$ cat src/rtl/fpu_addsub_issue.sv
// Issue/collect wrapper around a fixed-latency, non-stallable add/sub pipeline.
// Operations are accepted against a credit count covering both in-flight and
// buffered results, so every pipeline result is guaranteed a FIFO slot.
module fpu_addsub_issue #(
    parameter int unsigned WIDTH      = 32,
    parameter int unsigned LATENCY    = 5,
    parameter int unsigned FIFO_DEPTH = 8,
    parameter int unsigned TAG_BITS   = 4
) (
    input  logic                            clk,
    input  logic                            rst,
    input  logic                            in_valid,
    output logic                            in_ready,
    input  logic [WIDTH-1:0]                in_a,
    input  logic [WIDTH-1:0]                in_b,
    input  logic                            in_op,
    input  logic [TAG_BITS-1:0]             in_tag,
    output logic [WIDTH-1:0]                pipe_a,
    output logic [WIDTH-1:0]                pipe_b,
    output logic                            pipe_op,
    input  logic [WIDTH-1:0]                pipe_r,
    output logic                            out_valid,
    input  logic                            out_ready,
    output logic [WIDTH-1:0]                out_r,
    output logic [TAG_BITS-1:0]             out_tag,
    output logic [$clog2(FIFO_DEPTH):0]     occupancy
);

    localparam int unsigned PtrW = $clog2(FIFO_DEPTH);
    localparam int unsigned CntW = PtrW + 1;

    logic                accept;
    logic                pop;
    logic                push;

    logic [CntW-1:0]     occupancy_q;
    logic [LATENCY:0]    trk_valid_q;
    logic [TAG_BITS-1:0] trk_tag_q [LATENCY+1];

    logic [WIDTH-1:0]    mem_r_q   [FIFO_DEPTH];
    logic [TAG_BITS-1:0] mem_tag_q [FIFO_DEPTH];
    logic [PtrW-1:0]     wptr_q;
    logic [PtrW-1:0]     rptr_q;
    logic [CntW-1:0]     fifo_cnt_q;

    // Handshake decode; credit depends only on registered count (and reset).
    always_comb begin
        in_ready  = !rst && (occupancy_q != CntW'(FIFO_DEPTH));
        accept    = in_valid && in_ready;
        out_valid = (fifo_cnt_q != '0);
        pop       = out_valid && out_ready;
        push      = trk_valid_q[LATENCY];
        out_r     = out_valid ? mem_r_q[rptr_q]   : '0;
        out_tag   = out_valid ? mem_tag_q[rptr_q] : '0;
        occupancy = occupancy_q;
    end

    // Credit counter: in-flight plus buffered operations.
    always_ff @(posedge clk) begin
        if (rst) begin
            occupancy_q <= '0;
        end else if (accept && !pop) begin
            occupancy_q <= occupancy_q + CntW'(1);
        end else if (!accept && pop) begin
            occupancy_q <= occupancy_q - CntW'(1);
        end
    end

    // Operand registers feeding the pipeline; hold when nothing is accepted.
    always_ff @(posedge clk) begin
        if (rst) begin
            pipe_a  <= '0;
            pipe_b  <= '0;
            pipe_op <= 1'b0;
        end else if (accept) begin
            pipe_a  <= in_a;
            pipe_b  <= in_b;
            pipe_op <= in_op;
        end
    end

    // Valid/tag line shifting in lockstep with the pipeline.
    always_ff @(posedge clk) begin
        if (rst) begin
            trk_valid_q <= '0;
            for (int k = 0; k <= LATENCY; k++) begin
                trk_tag_q[k] <= '0;
            end
        end else begin
            trk_valid_q  <= {trk_valid_q[LATENCY-1:0], accept};
            trk_tag_q[0] <= in_tag;
            for (int k = 0; k < LATENCY; k++) begin
                trk_tag_q[k+1] <= trk_tag_q[k];
            end
        end
    end

    // FIFO storage; contents are don't-care until the count says otherwise.
    always_ff @(posedge clk) begin
        if (push) begin
            mem_r_q[wptr_q]   <= pipe_r;
            mem_tag_q[wptr_q] <= trk_tag_q[LATENCY];
        end
    end

    // FIFO pointers and count; full/empty come from the count.
    always_ff @(posedge clk) begin
        if (rst) begin
            wptr_q     <= '0;
            rptr_q     <= '0;
            fifo_cnt_q <= '0;
        end else begin
            if (push) wptr_q <= wptr_q + PtrW'(1);
            if (pop)  rptr_q <= rptr_q + PtrW'(1);
            if (push && !pop) begin
                fifo_cnt_q <= fifo_cnt_q + CntW'(1);
            end else if (!push && pop) begin
                fifo_cnt_q <= fifo_cnt_q - CntW'(1);
            end
        end
    end

    // Credit reserves a slot at accept time, so a capture into a full FIFO is a bug.
    always_ff @(posedge clk) begin
        if (!rst) begin
            assert (!(push && fifo_cnt_q == CntW'(FIFO_DEPTH)));
        end
    end

endmodule

$ cat config.mk
export PLATFORM = sky130hd
export DESIGN_NAME = fpu_addsub_issue
export DESIGN_NICKNAME = d
export VERILOG_FILES = /design/src/rtl/fpu_addsub_issue.sv
export SDC_FILE = /design/constraint.sdc
export NUM_CORES = 1
export LEC_CHECK = 0
export ABC_AREA = 1
export CAP_MARGIN = 0
export CORE_ASPECT_RATIO = 0.9
export CORE_MARGIN = 2
export CORE_UTILIZATION = 23
export DETAILED_ROUTE_END_ITERATION = 16
export SLEW_MARGIN = 25
export SYNTH_ARGS = -nofsm -noshare
export SYNTH_HDL_FRONTEND = slang
export SYNTH_SLANG_ARGS = --single-unit
$ cat constraint.sdc
create_clock -name clk -period 3.5 [get_ports clk]
set_input_delay 0.35 -clock clk [delete_from_list [all_inputs] [get_ports clk]]
set_output_delay 0.35 -clock clk [all_outputs]
set_load 0.005 [all_outputs]
* Yosys cells after proc, flatten, opt, wreduce, memory -nomap -nowiden
Memories as Yosys holds them, arrays and structs flattened. A register that Yosys moved wholly into a read port is not among the register bits.
Cells that the tools add are included.
W data, S select, Z words.
** Word-level totals
- Flip-flop bits (word level) :: 85
- Bits in writable memories :: 312
- Word-level logic and storage cells :: 59
- Memories :: 3
** Cells by class
- $add $sub $neg :: 6
- Equality and inequality tests :: 1
- Multiplexer cells :: 21
- Bitwise logic cells :: 6
- Reductions and logical operators :: 14
** Memories
- mem_r_q :: words 8, width 32, rd ports 1, clocked after Yosys merged registers in 1, write ports 1, line 40 : logic [WIDTH-1:0] mem_r_q [FIFO_DEPTH];
- mem_tag_q :: words 8, width 4, rd ports 1, clocked after Yosys merged registers in 1, write ports 1, line 41 : logic [TAG_BITS-1:0] mem_tag_q [FIFO_DEPTH];
- trk_tag_q :: words 6, width 4, rd ports 6, clocked after Yosys merged registers in 0, write ports 6, line 38 : logic [TAG_BITS-1:0] trk_tag_q [LATENCY+1];
** Operators by type and width (number)
- $mux W4 :: 11
- $mux W32 :: 1
- $mux W3 :: 4
- $add A4 B1 Y4 const B :: 2
- $sub A4 B1 Y4 const B :: 2
- $logic_and A1 B1 Y1 :: 7
- $add A3 B1 Y3 const B :: 2
- $or A1 B1 Y1 :: 6
- $mux W1 :: 5
- $logic_not A1 Y1 :: 4
- $ne A4 B4 Y1 const B :: 1
- $reduce_bool A2 Y1 :: 2
- $reduce_bool A4 Y1 :: 1

* Longest topological paths before layout
- Depth in word-level cells :: 7
- Mapped depth :: 15

* Worst setup path after synthesis
No wires, ideal clock.
- Kind :: reg-to-reg
- Start :: reg trk_valid_q[5]
- End :: mem mem_r_q[0][0] (enable)
- Setup time :: 0.429 ns
- Arrival :: 2.260 ns
- Slack :: 0.811 ns
- Cell stages (with the launch flop) :: 4
- Buffers on the path :: 0
- Clock period less this slack :: 2.689 ns
- Cells stage by stage :: dfxtp_1 -> inv_1 -> or2_2 -> nor2_1
** On the way
- Cells in the longest elaborated chain, start to end :: 2
** Ends and longest elaborated chain
- start, declared :: line 37 : logic [LATENCY:0] trk_valid_q;
- start signal, assigned :: line 90 : trk_valid_q <= {trk_valid_q[LATENCY-1:0], accept};
- $mux W1 :: line 100 : if (push) begin
- $mux W1 (not written as such) :: line 101 : mem_r_q[wptr_q] <= pipe_r;
- end, declared :: line 40
Every way passes these cells.

==> out/metrics.yaml <==
global_routing:
  gr-total-overflow: 0
  grt_pass1_vias: 11200
  use_met3_pct: 3.63
  antenna_found_initial: 1
  grt_max_degree: 145
  grt_usage_pct: 10.8
  use_met1_pct: 13.5
  use_met2_pct: 17.4
  grt_pass1_wl_um: 62600
  busiest_layer: "met2"
setup_path:
  cp_max_fo: 144
  worstPathArrival_ns: 2.84
  end_kind: "output pin"
  r2r_start: "fifo_cnt_q[0]"
  slowest_delay_ns: 0.59
  timing.critical_path.buf_inv: 2
  cpMaxStageDelayCell: "clkdlybuf4s50_1"
  path_depth: 8
  worstSetupPathType: "reg2out"
  path_cells: "buf_12, nand2_1, nand2_1, nand2_1, nand2_1, nor2_1, nor2_1, clkdlybuf4s50_1"
  r2r_cells: 11
  critPathRequiredTime_ns: 3.15
  cp_top_family: "buffers and inverters"
  r2r_setup_slack_ns: 0.66
  regToRegEndpoint: "fifo_cnt_q[3]"
  crit_top_cell: "nand2_1"
  setup.worst_path.start_class: "flop"
routing:
  drt_pre_antenna_iters: 4
  drt_first_iter_violations: 592
  final_antenna_net_count: 0
  drcViolationCount: 0
  vias: 11500
  via_per_inst: 3.85
  postRouteWirelength_um: 40000
  wl_per_cell_um: 13.3
timing:
  min_period_ns: 3.19
  hold_viol_final: 0
  fmax_ghz: 0.313
  finalSetupTns_ns: 0
  slew_violations: 0
  skew_ns: 0.0196
  postLayoutSetupSlackWorst_ns: 0.306
  relSlewSlack_pct: 37.7
  setup_viol: 0
  worst_pin_slew_ns: 0.935
  rsz0062_at_grt: "false"
  fin_crit_sh_pct: 91.3
  fin_hold_ws_ns: 0.108
placement:
  gp_congestion: 0.702
  io_buffers: 211
  hpwlAfterDp_um: 23400
  dp_slack_ns: 0.672
logic_synthesis:
  synth_top_family_by_area: "simple AND/OR/NAND/NOR gates"
  syn-instance-count: 1810
  synth_xor_area_share_pct: 0.158
  yosysWarningCount: 0
  ys_types: 20
  syn_nets: 1925
  yosys-top-cells-area: "edfxtp_1 52%, nand2_1 16%, dfxtp_1 14%, inv_1 5.8%, nor2_1 4.2%"
  ys_seq_area_share_pct: 65.6
  yosysTopAreaCellShare_pct: 52.1
  synth_mux_area_share_pct: 0
  yosysTopAreaCell: "edfxtp_1"
  synth-simple-area-share_pct: 24.3
  ys_ff_latch: 400
  synthAdderAreaFrac_pct: 0.844
  avgSynthCellArea_um2: 9.17
  synth-compound-area-share_pct: 0.603
  syn_area_um2: 16600
final_layout:
  drive_gt1_share_pct: 5.43
  syn_to_final_growth_pct: 28.3
  nFillCells: 7423
  nNetsFinal: 2124
run_status:
  outcome: "completed"
floorplan:
  initial_utilization_pct: 23.2
  num_io_pins: 212
  die_x_um: 287
  num_rows: 93
  fp.coreArea_um2: 71600
  die-area_um2: 74400
  die_y_um: 259
worst_hold_path:
  min-delay-start: "rst"
  hold_path_class: "in2reg"
  holdPathEnd: "occupancy[1]"
  min_path_cells: 4
pwr:
  ir_drop_mv: 0.443
  report.power.total_mw: 13.3
  leakage_nw: 8.89
  p_per_area_nw_per_um2: 622
clocking:
  clock_path_buffers: 3
  cts-buffers-inserted: 46
  clock_latency_ns: 0.58
  htree_levels: 2
  path_clk_slew_ns: 0.06
  numClockSinks: 400
  cts_tree: "done"
  root_buffer: "clkbuf_16"
  ctsHoldBuffers: 0
job:
  max-cap-violations: 0
==> cell families (layout without fill, tap and decap cells) <==
family                   after synthesis  count (layout)
other                                  0               2
adder cells (fa/ha/maj)               10              10
flip-flops                           400             400
AO/OA/AOI/OAI                         20              20
XOR/XNOR                               3               3
buffers and inverters                343             579
AND/OR/NAND/NOR                     1034            1034
==> registers in the layout, summed over array words and instances (netlist names), named ones only <==
| name | count |
|---|---|
| pipe_a | 32 |
| fifo_cnt_q | 4 |
| trk_tag_q | 24 |
| trk_valid_q | 6 |
| occupancy | 4 |
| pipe_b | 32 |
| mem_tag_q | 32 |
| mem_r_q | 256 |
| pipe_op | 1 |
| wptr_q | 3 |
| rptr_q | 3 |
==> worst max path at each step <==
stage / end / slack [ns]
global placement: fifo_cnt_q[3] / 0.72
global route: out_tag[2] / 0.09
floorplan: mem_r_q[0][0] / 0.81
CTS: out_r[25] / 0.14
finish: out_tag[2] / 0.31
detailed placement: fifo_cnt_q[3] / 0.67
==> report_power, final <==
part / internal (mW) / switching (mW) / leakage [nW]
Clock: 2.79 / 1.96 / 0.721
Combinational: 1.35 / 1.76 / 4.65
Sequential: 5.24 / 0.143 / 3.52
==> synthesized netlist by cell type (all sizes together) <==
master / instances
xor2: 3
inv: 260
ha: 8
fa: 2
nor2: 186
o21ai: 8
edfxtp: 288
or2: 3
buf: 62
clkbuf: 21
nand3: 117
a21oi: 12
dfxtp: 112
nand2: 728
==> metrics by stage <==
step / std cells / instance area [um2] / utilization, %
2_1_floorplan: 1810 / 16600 / -
3_3_place_gp: 2911 / 19800 / 27.7
3_5_place_dp: 2911 / 19800 / 27.7
4_1_cts: 2996 / 21300 / 29.8
5_1_grt: 2996 / 21300 / 29.8
6_report: 2998 / 21300 / 29.8
==> layout make-up <==
cell class,count,area (um2),area share (%)
clock buffer,64,1270,5.98
clock inverter,21,228,1.07
multi-input combinational,1067,4380,20.6
sequential,400,10900,51.2
inverter,260,981,4.61
tap,950,1190,5.58
timing repair buffer,234,2340,11.0
antenna,2,5.00,0.0235
==> metal layers <==
metal  vias up  wire length (um)
met4         2               988
met2       290             18000
li1       5990                 -
met3        67              3080
met1      5196             17900
met5         -                10
==> cells in the final DEF (no fill, tap or decap), drive strengths merged <==
cell type / netlist / routed
nand2: 728 / 728
edfxtp: 288 / 288
inv: 260 / 262
clkdlybuf4s50: 0 / 210
nor2: 186 / 186
nand3: 117 / 117
dfxtp: 112 / 112
clkbuf: 21 / 64
buf: 62 / 24
clkinv: 0 / 13
a21oi: 12 / 12
o21ai: 8 / 8
ha: 8 / 8
or2: 3 / 3
xor2: 3 / 3
bufinv: 0 / 3
clkinvlp: 0 / 3
diode: 0 / 2
fa: 2 / 2
==> worst register-to-register path, cell delays in order, from the launching register on <==
cell and delay [ns]:
dfxtp_1 0.35, nor2_1 0.15, nand3_2 0.59, nand2_1 0.46, ha_1 0.22, inv_1 0.10
ha_1 0.31, or2_2 0.31, nand3_1 0.09, nand3_1 0.08, nand2_1 0.06, inv_1 0.03
==> what timing repair did <==
action / in CTS / in global routing
endpoints found under the setup margin: 0 / 1
hold endpoints to repair: 0 / 0
setup buffers: 0 / 0
gates resized for setup: 0 / 1
No activity file was read; power rests on OpenSTA's default activity.
